[config.mk]
export PLATFORM = sky130hd
export DESIGN_NAME = ram_access_ctrl_flat
export DESIGN_NICKNAME = d
export VERILOG_FILES = /design/src/rtl/ram_access_ctrl_if.sv /design/src/rtl/ram_access_ctrl.sv /design/src/flat_wrapper.sv
export SDC_FILE = /design/constraint.sdc
export NUM_CORES = 1
export LEC_CHECK = 0
export CAP_MARGIN = 25
export CORE_UTILIZATION = 35
export DETAILED_ROUTE_END_ITERATION = 8
export SYNTH_ARGS = -nofsm -noshare
export SYNTH_HDL_FRONTEND = slang
export SYNTH_SLANG_ARGS = --single-unit
[constraint.sdc]
create_clock -name clk -period 1.35 [get_ports clk]
set_input_delay 0.135 -clock clk [delete_from_list [all_inputs] [get_ports clk]]
set_output_delay 0.135 -clock clk [all_outputs]
set_load 0.02 [all_outputs]
[src/rtl/ram_access_ctrl_if.sv]
// ram_access_ctrl_if: front-panel, CPU control and RAM-side signals of the
// RAM access controller. The master drives panel/CPU inputs; the slave (the
// controller) drives the RAM-facing outputs.
interface ram_access_ctrl_if #(
    parameter int ADDR_W = 4,
    parameter int DATA_W = 8
);
    logic              prog_mode;
    logic              addr_button;
    logic              data_button;
    logic [ADDR_W-1:0] dipswitch_addr;
    logic [DATA_W-1:0] dipswitch_data;
    logic              cpu_mi;
    logic              cpu_ri;
    logic              cpu_ro;
    logic [DATA_W-1:0] bus_in;
    logic [ADDR_W-1:0] ram_addr;
    logic [DATA_W-1:0] ram_wdata;
    logic              ram_we;
    logic              ram_oe;
    logic              busy;

    modport master (
        output prog_mode, addr_button, data_button, dipswitch_addr, dipswitch_data,
        output cpu_mi, cpu_ri, cpu_ro, bus_in,
        input  ram_addr, ram_wdata, ram_we, ram_oe, busy
    );

    modport slave (
        input  prog_mode, addr_button, data_button, dipswitch_addr, dipswitch_data,
        input  cpu_mi, cpu_ri, cpu_ro, bus_in,
        output ram_addr, ram_wdata, ram_we, ram_oe, busy
    );
endinterface

[src/rtl/ram_access_ctrl.sv]
// ram_access_ctrl: sequences all access to the 16x8 RAM and owns the MAR.
// Program mode debounces the panel buttons and performs one action per press
// (load MAR, or a single-cycle write of the DIP data). Run mode passes the CPU
// MI/RI/RO control lines and the bus straight through to the RAM.
// Optional feature macro: AUTO_INC_EN -- each panel data write also advances
// the MAR by one (wrapping), after the write has used the current address.
module ram_access_ctrl #(
    parameter int ADDR_W  = 4,
    parameter int DATA_W  = 8,
    parameter int DEB_CYC = 4
) (
    input  logic               clk,
    input  logic               reset,
    ram_access_ctrl_if.slave   bus
);
    localparam int              CNT_W    = $clog2(DEB_CYC + 1);
    localparam logic [CNT_W-1:0] CNT_LAST = CNT_W'(DEB_CYC - 1);

    typedef enum logic [1:0] {IDLE, DEB, ACT, REL} state_t;

    state_t            state, state_nxt;
    logic [CNT_W-1:0]  cnt, cnt_nxt;
    logic              sel_data, sel_data_nxt;
    logic              wdata_load;

    logic [1:0]        a_sync, d_sync;
    logic              a_s, d_s;
    logic              prog_q;
    logic              armed;
    logic [1:0]        flush;

    logic [ADDR_W-1:0] mar;
    logic [DATA_W-1:0] wdata_r;

    logic              mode_chg, panel_ok, btn_sel;
    logic              act_addr, act_data;

    assign a_s      = a_sync[1];
    assign d_s      = d_sync[1];
    assign mode_chg = bus.prog_mode ^ prog_q;
    // Panel actions only in a settled program-mode cycle, never on the switch cycle.
    assign panel_ok = bus.prog_mode & ~mode_chg;
    assign btn_sel  = sel_data ? d_s : a_s;
    assign act_addr = panel_ok && (state == ACT) && !sel_data;
    assign act_data = panel_ok && (state == ACT) &&  sel_data;

    // Button synchronizers, mode tracking, and post-reset re-arm.
    // After reset a button must be seen released before a new press counts;
    // flush covers the synchronizer depth so stale zeros cannot arm early.
    always_ff @(posedge clk) begin
        if (reset) begin
            a_sync <= '0;
            d_sync <= '0;
            prog_q <= 1'b0;
            flush  <= 2'd2;
            armed  <= 1'b0;
        end else begin
            a_sync <= {a_sync[0], bus.addr_button};
            d_sync <= {d_sync[0], bus.data_button};
            prog_q <= bus.prog_mode;
            if (flush != 2'd0)
                flush <= flush - 2'd1;
            else if (!a_s && !d_s)
                armed <= 1'b1;
        end
    end

    // Panel FSM state register.
    always_ff @(posedge clk) begin
        if (reset) begin
            state    <= IDLE;
            cnt      <= '0;
            sel_data <= 1'b0;
        end else begin
            state    <= state_nxt;
            cnt      <= cnt_nxt;
            sel_data <= sel_data_nxt;
        end
    end

    // Panel FSM next state: debounce press, act once, debounce release.
    always_comb begin
        state_nxt    = state;
        cnt_nxt      = cnt;
        sel_data_nxt = sel_data;
        wdata_load   = 1'b0;
        if (!panel_ok) begin
            state_nxt = IDLE;
            cnt_nxt   = '0;
        end else begin
            case (state)
                IDLE: begin
                    if (armed && (a_s || d_s)) begin
                        state_nxt    = DEB;
                        cnt_nxt      = '0;
                        sel_data_nxt = !a_s;   // address button wins a tie
                    end
                end
                DEB: begin
                    if (!btn_sel) begin
                        state_nxt = IDLE;
                        cnt_nxt   = '0;
                    end else if (cnt == CNT_LAST) begin
                        state_nxt  = ACT;
                        cnt_nxt    = '0;
                        wdata_load = sel_data;
                    end else begin
                        cnt_nxt = cnt + CNT_W'(1);
                    end
                end
                ACT: begin
                    state_nxt = REL;
                    cnt_nxt   = '0;
                end
                REL: begin
                    if (a_s || d_s)
                        cnt_nxt = '0;
                    else if (cnt == CNT_LAST) begin
                        state_nxt = IDLE;
                        cnt_nxt   = '0;
                    end else
                        cnt_nxt = cnt + CNT_W'(1);
                end
                default: begin
                    state_nxt = IDLE;
                    cnt_nxt   = '0;
                end
            endcase
        end
    end

    // MAR and panel write-data registers. In run mode a MI+RI cycle writes at
    // the old MAR because the new address only lands at this edge.
    always_ff @(posedge clk) begin
        if (reset) begin
            mar     <= '0;
            wdata_r <= '0;
        end else begin
            if (wdata_load)
                wdata_r <= bus.dipswitch_data;
            if (!bus.prog_mode && bus.cpu_mi)
                mar <= bus.bus_in[ADDR_W-1:0];
            else if (act_addr)
                mar <= bus.dipswitch_addr;
`ifdef AUTO_INC_EN
            else if (act_data)
                mar <= mar + ADDR_W'(1);
`endif
        end
    end

    // RAM-side outputs: panel write strobe in program mode, CPU passthrough in run mode.
    always_comb begin
        bus.ram_we    = 1'b0;
        bus.ram_oe    = 1'b0;
        bus.ram_wdata = '0;
        if (!reset) begin
            if (bus.prog_mode) begin
                bus.ram_we    = act_data;
                bus.ram_wdata = wdata_r;
            end else begin
                bus.ram_we    = bus.cpu_ri & ~mode_chg;
                bus.ram_oe    = bus.cpu_ro & ~bus.cpu_ri;
                bus.ram_wdata = bus.bus_in;
            end
        end
    end

    assign bus.ram_addr = mar;
    assign bus.busy     = (state != IDLE);

endmodule
[src/flat_wrapper.sv]
// flat-port wrapper written by rule: the top's interface ports become plain ports
module ram_access_ctrl_flat 
#(
    parameter int ADDR_W  = 4,
    parameter int DATA_W  = 8,
    parameter int DEB_CYC = 4
)
  (clk, reset, bus_prog_mode, bus_addr_button, bus_data_button, bus_dipswitch_addr, bus_dipswitch_data, bus_cpu_mi, bus_cpu_ri, bus_cpu_ro, bus_bus_in, bus_ram_addr, bus_ram_wdata, bus_ram_we, bus_ram_oe, bus_busy);
  ram_access_ctrl_if #(.ADDR_W(ADDR_W), .DATA_W(DATA_W)) bus_i ();
  input  logic clk;
  input  logic reset;
  input wire logic [$bits(bus_i.prog_mode)-1:0] bus_prog_mode;
  input wire logic [$bits(bus_i.addr_button)-1:0] bus_addr_button;
  input wire logic [$bits(bus_i.data_button)-1:0] bus_data_button;
  input wire logic [$bits(bus_i.dipswitch_addr)-1:0] bus_dipswitch_addr;
  input wire logic [$bits(bus_i.dipswitch_data)-1:0] bus_dipswitch_data;
  input wire logic [$bits(bus_i.cpu_mi)-1:0] bus_cpu_mi;
  input wire logic [$bits(bus_i.cpu_ri)-1:0] bus_cpu_ri;
  input wire logic [$bits(bus_i.cpu_ro)-1:0] bus_cpu_ro;
  input wire logic [$bits(bus_i.bus_in)-1:0] bus_bus_in;
  output wire logic [$bits(bus_i.ram_addr)-1:0] bus_ram_addr;
  output wire logic [$bits(bus_i.ram_wdata)-1:0] bus_ram_wdata;
  output wire logic [$bits(bus_i.ram_we)-1:0] bus_ram_we;
  output wire logic [$bits(bus_i.ram_oe)-1:0] bus_ram_oe;
  output wire logic [$bits(bus_i.busy)-1:0] bus_busy;
  assign bus_i.prog_mode = bus_prog_mode;
  assign bus_i.addr_button = bus_addr_button;
  assign bus_i.data_button = bus_data_button;
  assign bus_i.dipswitch_addr = bus_dipswitch_addr;
  assign bus_i.dipswitch_data = bus_dipswitch_data;
  assign bus_i.cpu_mi = bus_cpu_mi;
  assign bus_i.cpu_ri = bus_cpu_ri;
  assign bus_i.cpu_ro = bus_cpu_ro;
  assign bus_i.bus_in = bus_bus_in;
  assign bus_ram_addr = bus_i.ram_addr;
  assign bus_ram_wdata = bus_i.ram_wdata;
  assign bus_ram_we = bus_i.ram_we;
  assign bus_ram_oe = bus_i.ram_oe;
  assign bus_busy = bus_i.busy;
  ram_access_ctrl #(.ADDR_W(ADDR_W), .DATA_W(DATA_W), .DEB_CYC(DEB_CYC)) u_core (.clk(clk), .reset(reset), .bus(bus_i));
endmodule
==> results.txt, run 1 <==
Slew Viols, Final - 0
EDFF count, synth - 0
CP Cell Sequence - ha_2, and4b_1, a22oi_2, nor2_1, buf_4
via count - 1,270
failing checks - negative setup slack
worst path bufs/invs - 1
Synth area leader - dfxtp_1
Crit Path Max Fanout - 2
max-cap viol count - 0
final setup violation count - 2
clk_skew - 7.58 ps
Synth Cell Area - 0.00134 mm2
Critical Path End Type - output pin
Reg clk slew, reported paths - 90 ps
Gate Count Post-Synth - 152
leak pwr - 0.825 nW
CTS tree - yes
Filler cells - 355
I/O pins - 43
hold buffers post-CTS - 0
clock root buffer - clkbuf_8
Area growth syn-to-layout - 48.8%
worst skew pair latency - 270 ps
Initial Util - 36.6%
Die Y-Extent - 63.9 um
first-pass iteration count of the detailed router - 4
total wire length - 3380 um
nets@finish - 238
total die area - 0.00408 mm2
layout cells sized above 1 - 21.8%
total core area - 0.00366 mm2
DRT iter0 DRCs - 38
routing usage on met1 - 21.3%
ant diodes - 0
drt wl/cell - 13.3 um
pin count of the biggest net entering global routing - 16
ys flop type - dfxtp_1
PortBufs - 42
GPL Wtd Cong - 0.743
clk buf depth - 2
synth warn - 0
met3 Use GR - 3.75%
antenna viol nets, final - 0
multi-input logic area - 778 um2
CTS sink count - 26
CP max stage cell - dfxtp_1
fmax - 700 MHz
CP max stage delay - 310 ps
GRT busiest layer - met2
most numerous cell in the Yosys netlist - dfxtp_1
Critical Path AT - 1290 ps
initial antenna violation count - 0
M2 GR Usage - 29.0%
synth unique cells - 36
Worst-Margin Slew - 285 ps
register area share after synthesis - 38.8%
# rows - 22
worst hold path type - in2reg
Synth top cells by count - dfxtp_1 (26), nor2_1 (15), mux2i_1 (13)
crit path time final - 1430 ps
Yosys reg bits - 26
net count after synthesis - 183
Post-Layout Cell Count - 254
Crit Path Category - reg2out
Pwr Density - 936 mW/mm2
Detail Placement HPWL - 2450 um
Residual DRC - 0
Max H-tree Level - 1
first-pass GRT wire length - 5560 um
RSZ-0062 raised after global routing - true
grt ovf - 0
Placed Cells - 247
CP Data Required Time - 1220 ps
vias in the first global route - 1,228
VDD IR max - 0.641 mV
status - finished with violations
vias per cell - 5.00
Rel. slew slack - 80.8%
total track usage - 17.0%
Worst path top cell family by delay - flip-flops
final period utilization - 106%
Post-synth ARST share - 0%
register area - 522 um2
crit path launch type - flop
Final Hold Vio Count - 0
Die Width - 63.9 um
mean area per synthesized cell - 8.82 um2
top-area cell type share of the netlist area - 38.8%
top cells by area, synth - dfxtp_1 (39%), mux2i_1 (9.7%), nor2_1 (4.2%), nor2b_1 (4.2%), nand3_1 (4.1%)
Hold Slack - 407 ps
CTS buffer count - 3
worst setup slack after layout - -78.5 ps
## sequential cells by signal (all words and copies together), names as in the netlist, named ones only
register and cells:
u_core.wdata_r 8, u_core.bus.ram_addr 4, u_core.cnt 3, u_core.a_sync 2, u_core.d_sync 2, u_core.flush 2
u_core.armed 1, u_core.prog_q 1, u_core.sel_data 1, u_core.state 1
## timing repair
item,4_1_cts,5_1_grt
setup buffers,1,1
gates resized for setup,33,15
pin swaps,3,2
setup endpoints to repair,24,15
cloned,1,0
## kinds of logic (layout without fill, tap and decap cells)
logic type	after synthesis	after routing	share of synthesized area [%]
AOI/OAI and AO/OA	37	37	18.5
xor gates and xnor gates	1	1	0.654
adders and majority gates	3	3	2.80
buffers and inverters	15	69	5.23
DFF	26	26	38.8
muxes	14	14	10.6
and+or+nand+nor	56	56	23.4
## final timing paths
check	startpoint	end	slack (ps)	depth (start not counted)
worst max register to register	u_core.prog_q	u_core.bus.ram_addr[2]	0	5
worst max-delay path	u_core.prog_q	bus_ram_we	-80	5
worst min register to register	u_core.a_sync[0]	u_core.a_sync[1]	440	1
worst min-delay path	bus_addr_button	u_core.a_sync[0]	410	2
## routing by layer
layer  wire length (um)  vias up
met5                  0        -
met1               1590      575
li1                   -      653
met3                215        5
met4                 33        0
met2               1540       37
## area by class of cell
class                           count  area share [%]
Clock inverter                      1            1.51
Tap cell                           48            3.01
Sequential cell                    26            26.2
Clock buffer                        3            2.07
Timing Repair Buffer               61            27.5
Multi-Input combinational cell    111            39.0
Inverter                            4           0.753
## metrics by stage
stage / area, um2 / util [%] / worst slack (ps) / power, mW / setup TNS [ps]
2_1_floorplan: 1340 / - / 72.2 / 1.07 / 0
3_3_place_gp: 1890 / 51.5 / -539 / 1.23 / -8760
3_5_place_dp: 1890 / 51.5 / -573 / 1.24 / -9440
4_1_cts: 1960 / 53.6 / -108 / 1.88 / -116
5_1_grt: 1990 / 54.5 / -142 / 1.96 / -273
6_report: 1990 / 54.5 / -78.5 / 1.87 / -80.2
## power by group
group | total (mW) | internal [mW] | switching, mW | leakage (nW)
sequential | 0.847 | 0.818 | 0.0294 | 0.213
combinational | 0.381 | 0.210 | 0.171 | 0.577
clock | 0.640 | 0.397 | 0.243 | 0.0357
total | 1.87 | 1.42 | 0.443 | 0.825
## placed cells by master, fill, tap and decap left out, drive strengths merged, types with 2 or more instances in the layout
master         synthesis  final
o2111ai                2      2
nor2b                  9      9
nand3                 11     11
clkdlybuf4s15          0      2
nor3                   5      5
and4b                  2      2
nor2                  15     15
buf                    8     22
clkdlybuf4s50          0     25
ha                     3      3
nand2                  4      4
clkbuf                 3      3
dlygate4sd2            0     12
or2                    2      2
a21oi                 10     10
o21ai                 11     11
a211oi                 4      4
inv                    4      4
dfxtp                 26     26
nand2b                 2      2
a31oi                  2      2
o22ai                  2      2
mux2i                 13     13
o21a                   2      2
Note: power is estimated with default switching activity, not from simulation.
==> inputs of run 2 (changes only) <==
--- a/config.mk
+++ b/config.mk
@@ -5,9 +5,12 @@
 export SDC_FILE = /design/constraint.sdc
 export NUM_CORES = 1
 export LEC_CHECK = 0
+export ABC_AREA = 1
 export CAP_MARGIN = 25
 export CORE_UTILIZATION = 35
 export DETAILED_ROUTE_END_ITERATION = 8
+export GPL_ROUTABILITY_DRIVEN = 0
+export SLEW_MARGIN = 40
 export SYNTH_ARGS = -nofsm -noshare
 export SYNTH_HDL_FRONTEND = slang
 export SYNTH_SLANG_ARGS = --single-unit
==> results.txt, run 2 <==
status - finished with violations
failing checks - negative setup slack
Filler cells - 336
Gate Count Post-Synth - 187
Pwr Density - 802 mW/mm2
total die area - 0.00384 mm2
clock root buffer - clkbuf_4
CTS sink count - 26
Worst-Margin Slew - 287 ps
register area - 528 um2
fmax - 666 MHz
final setup violation count - 9
CP max stage cell - clkdlybuf4s50_1
Initial Util - 37.2%
Residual DRC - 0
drt wl/cell - 11.0 um
fin area - 0.00199 mm2
hold buffers post-CTS - 0
top cells by area, synth - dfxtp_1 (41%), nand2_1 (12%), nor2_1 (11%), o21ai_0 (9.5%), inv_1 (8.0%)
CP Data Required Time - 1220 ps
VDD IR max - 0.488 mV
PortBufs - 42
Die Y-Extent - 62 um
commonest non-fill, non-tap cell in the layout - nand2_1
total wire length - 3290 um
Detail Placement HPWL - 2440 um
Critical Path AT - 1370 ps
Max H-tree Level - 1
Crit Path Category - in2out
Largest Register - u_core.wdata_r
vias per cell - 4.51
dpl cell area - 0.00187 mm2
first-pass GRT wire length - 4820 um
grt ovf - 0
Final Hold Vio Count - 0
number of flip-flops in the largest register - 8
register area share after synthesis - 41.3%
worst path bufs/invs - 3
Synth top cells by count - nand2_1 (39), nor2_1 (37), inv_1 (27)
pin count of the biggest net entering global routing - 18
worst setup slack after layout - -152 ps
mean area per synthesized cell - 6.74 um2
ant diodes - 0
max-cap viol count - 0
total core area - 0.00339 mm2
EDFF count, synth - 0
Die Width - 62 um
via count - 1,353
Reg clk slew, reported paths - 140 ps
multi-input logic area - 699 um2
Rel. slew slack - 80.8%
DRT iter0 DRCs - 50
synth warn - 0
Post-synth ARST share - 0%
Post-Layout Cell Count - 300
synth unique cells - 20
most numerous cell in the Yosys netlist - nand2_1
Placed Cells - 292
RSZ-0062 raised after global routing - true
final period utilization - 111%
worst hold path type - in2reg
vias in the first global route - 1,139
layout cells sized above 1 - 25.6%
Synth Cell Area - 0.00126 mm2
Area growth syn-to-layout - 57.8%
crit path time final - 1500 ps
crit path launch type - input pin
CTS tree - yes
CP Cell Sequence - clkdlybuf4s50_1, ha_4, inv_2, nor3_4, nand3_1, o31ai_1, buf_4
clk_skew - 5.12 ps
Crit Path Max Fanout - 2
commonest cells after routing, fill and taps aside - nand2_1 (36), nor2_1 (35), buf_4 (27)
I/O pins - 43
Slew Viols, Final - 0
worst skew pair latency - 330 ps
leak pwr - 0.996 nW
CTS buffer count - 3
clk buf depth - 2
net count after synthesis - 218
antenna viol nets, final - 0
ys flop type - dfxtp_1
Worst path top cell family by delay - buffers and inverters
nets@finish - 286
total track usage - 17.5%
top-area cell type share of the netlist area - 41.3%
Critical Path End Type - output pin
Synth area leader - dfxtp_1
Yosys reg bits - 26
# rows - 21
CP max stage delay - 540 ps
first-pass iteration count of the detailed router - 4
initial antenna violation count - 0
[run 2: cell count changes in the layout (fill, tap and decap cells not counted), sizes merged, moves of 4 or more]
cell,change
o21ai,+14
nor2b,-9
buf,+10
nor2,+25
inv,+27
nor3,-4
a211oi,-4
nand2,+39
dlygate4sd2,-8
mux2i,-13
a21oi,-6
[run 2: timing repair]
item / 4_1_cts / 5_1_grt
gates resized for setup: 60 / 31
pin swaps: 4 / 8
setup buffers: 1 / 3
endpoints found under the setup margin: 15 / 23
gates cloned: 0 / 1
[run 2: cell type report]
class                           instances  area share (%)
Tap cell                               46            2.89
Sequential cell                        26            26.6
Timing Repair Buffer                   64            27.2
Clock buffer                            4            1.83
Multi-Input combinational cell        129            35.2
Inverter                               31            6.36
[run 2: metal layers]
| layer | part of all wire [%] | GRT usage, % | vias up |
|---|---|---|---|
| li1 | - | - | 718 |
| met1 | 44 | 21.9 | 605 |
| met2 | 51 | 29.2 | 26 |
| met3 | 2.6 | 3.31 | 4 |
| met4 | 1.4 | 7.62 | 0 |
| met5 | 0 | 0 | - |
[run 2: where the power goes]
part	internal, mW	total, mW	switching, mW
Clock	0.165	0.401	0.236
Combinational	0.180	0.348	0.168
Sequential	0.819	0.845	0.0264
Total	1.16	1.59	0.430
[run 2: worst min-delay path, stage by stage]
cell and delay, ps:
clkdlybuf4s50_1 390, inv_1 50, nor2_1 30
[run 2: kinds of logic (layout without fill, tap and decap cells)]
kind of cell / Yosys count / after routing / synth area share (%)
fa+ha+maj: 3 / 3 / 2.98
compound gates: 30 / 30 / 12.1
xor+xnor: 1 / 1 / 0.695
flops: 26 / 26 / 41.3
buf+inv: 33 / 99 / 10.4
simple gates: 94 / 95 / 32.5
[run 2: worst paths after layout]
check                         from           endpoint  slack [ps]  depth (start not counted)
hold reg to reg   u_core.a_sync[0]   u_core.a_sync[1]         410                          2
setup reg to reg     u_core.prog_q  u_core.wdata_r[1]          70                          8
hold / removal     bus_data_button   u_core.d_sync[0]         300                          3
setup / recovery     bus_prog_mode         bus_ram_we        -150                          7
[run 2: per-stage QoR]
step / power, mW / hold WS [ps] / utilization (%) / TNS [ps] / setup WS (ps)
final: 1.59 / 302 / 58.7 / -723 / -152
after global routing: 1.70 / 295 / 58.7 / -1320 / -210
after CTS: 1.62 / 288 / 56.2 / -1350 / -233
after detailed placement: 1.22 / 397 / 55.2 / -8070 / -621
after global placement: 1.20 / 391 / 55.2 / -7630 / -573
after floorplan: 1.04 / 242 / - / 0 / 87.3
==> inputs of run 3 (changes only) <==
--- a/config.mk
+++ b/config.mk
@@ -7,10 +7,10 @@
 export LEC_CHECK = 0
 export ABC_AREA = 1
 export CAP_MARGIN = 25
-export CORE_UTILIZATION = 35
+export CORE_UTILIZATION = 44
 export DETAILED_ROUTE_END_ITERATION = 8
 export GPL_ROUTABILITY_DRIVEN = 0
-export SLEW_MARGIN = 40
+export PLACE_DENSITY = 0.78
 export SYNTH_ARGS = -nofsm -noshare
 export SYNTH_HDL_FRONTEND = slang
 export SYNTH_SLANG_ARGS = --single-unit
==> results.txt, run 3 (synthesis results as in run 2) <==
total die area - 0.00308 mm2
total core area - 0.00273 mm2
crit path time final - 1590 ps
CP max stage delay - 340 ps
total track usage - 19.5%
Die Width - 55.5 um
# rows - 19
first-pass iteration count of the detailed router - 4
CP max stage cell - dfxtp_1
Detail Placement HPWL - 2100 um
Rel. slew slack - 82.5%
Worst Hold Depth - 3
Residual DRC - 0
leak pwr - 0.972 nW
TNS Setup - -319 ps
first-pass GRT wire length - 4770 um
Initial Util - 46.1%
Hold Crit Endpoint - u_core.d_sync[0]
ant diodes - 0
initial antenna violation count - 0
pin count of the biggest net entering global routing - 18
clock root buffer - clkbuf_4
CP Data Required Time - 1220 ps
Largest Register - u_core.wdata_r
Worst path top cell family by delay - flip-flops
RSZ-0062 raised after global routing - true
nets@finish - 284
DRT iter0 DRCs - 45
Final Hold Vio Count - 0
fmax - 629 MHz
layout cells sized above 1 - 25.0%
clk_skew - 5.29 ps
CTS sink count - 26
clk buf depth - 2
vias in the first global route - 1,119
via count - 1,324
Worst R2R Path Depth - 8
crit path launch type - flop
worst skew pair latency - 320 ps
Crit Path Max Fanout - 2
M2 GR Usage - 31.8%
Pwr Density - 882 mW/mm2
met3 Use GR - 4.92%
Reg clk slew, reported paths - 140 ps
Critical R2R Launch - u_core.prog_q
CTS buffer count - 3
Worst-Margin Slew - 262 ps
Critical Path End Type - output pin
PortBufs - 42
worst setup slack after layout - -241 ps
Post-Layout Cell Count - 283
antenna viol nets, final - 0
Critical Path AT - 1460 ps
VDD IR max - 1.02 mV
CTS tree - yes
grt ovf - 0
GRT busiest layer - met2
Reg2Reg Setup Slack - 40 ps
Util after Layout - 72.0%
routing usage on met1 - 25.7%
drt wl/cell - 10.5 um
Hold Slack - 299 ps
max-cap viol count - 0
Max H-tree Level - 1
worst hold path type - in2reg
final setup violation count - 2
vias per cell - 4.68
number of flip-flops in the largest register - 8
commonest non-fill, non-tap cell in the layout - nand2_1
Area growth syn-to-layout - 56.2%
Filler cells - 228
I/O pins - 43
Slew Viols, Final - 0
CP Cell Sequence - ha_2, inv_2, nor3_4, nand3_2, o31ai_4, buf_6
worst path bufs/invs - 2
status - finished with violations
Critical R2R Capture - u_core.bus.ram_addr[1]
commonest cells after routing, fill and taps aside - nand2_1 (38), nor2_1 (32), clkdlybuf4s50_1 (25)
hold path startpoint - bus_data_button
total wire length - 2970 um
Tot Pwr - 1.74 mW
Crit Path Category - reg2out
Placed Cells - 276
final period utilization - 118%
Die Y-Extent - 55.5 um
failing checks - negative setup slack
==> run 3: how the worst max path moves through the flow <==
stage	depth (start not counted)	startpoint	end	slack [ps]
2_1_floorplan	2	u_core.prog_q	bus_ram_we	90
3_3_place_gp	4	bus_prog_mode	bus_ram_we	-630
3_5_place_dp	4	bus_prog_mode	bus_ram_we	-650
4_1_cts	6	u_core.prog_q	bus_ram_we	-190
5_1_grt	6	u_core.prog_q	bus_ram_we	-330
6_report	6	u_core.prog_q	bus_ram_we	-240
==> run 3: area by class of cell <==
class,count,area (um2),share of cell area (%)
inverter,31,124,6.29
timing repair buffer,63,548,27.8
sequential,26,523,26.6
clock inverter,1,30.0,1.53
multi-input combinational,128,682,34.6
tap,31,38.8,1.97
clock buffer,3,22.5,1.14
==> run 3: through the flow <==
stage	setup slack, ps	instance area [um2]
floorplan	87.3	1260
global placement	-635	1840
detailed placement	-646	1840
CTS	-191	1890
global route	-332	1970
finish	-241	1970
==> run 3: what timing repair did <==
action	CTS	global route
buffers inserted	0	3
pin swaps	2	5
resized for setup	46	38
hold buffers	0	0
endpoints found under the setup margin	15	23
hold endpoints to repair	0	0
==> run 3: routing by layer <==
| layer | up-vias | share of wire (%) |
|---|---|---|
| li1 | 716 | - |
| met1 | 576 | 48 |
| met2 | 30 | 47 |
| met3 | 2 | 3.3 |
| met4 | 0 | 0.84 |
| met5 | - | 0 |
==> run 3: report_power, final <==
| group | switching (mW) | total (mW) | internal, mW |
|---|---|---|---|
| clock | 0.237 | 0.537 | 0.300 |
| sequential | 0.0240 | 0.844 | 0.820 |
| combinational | 0.173 | 0.354 | 0.181 |
==> run 3: worst reg2reg max path: cells and delay by family (launching register included) <==
family | cells | cell delay (ps)
and+or+nand+nor | 5 | 560
DFF | 1 | 340
adders and majority gates | 1 | 180
buffers and inverters | 2 | 130
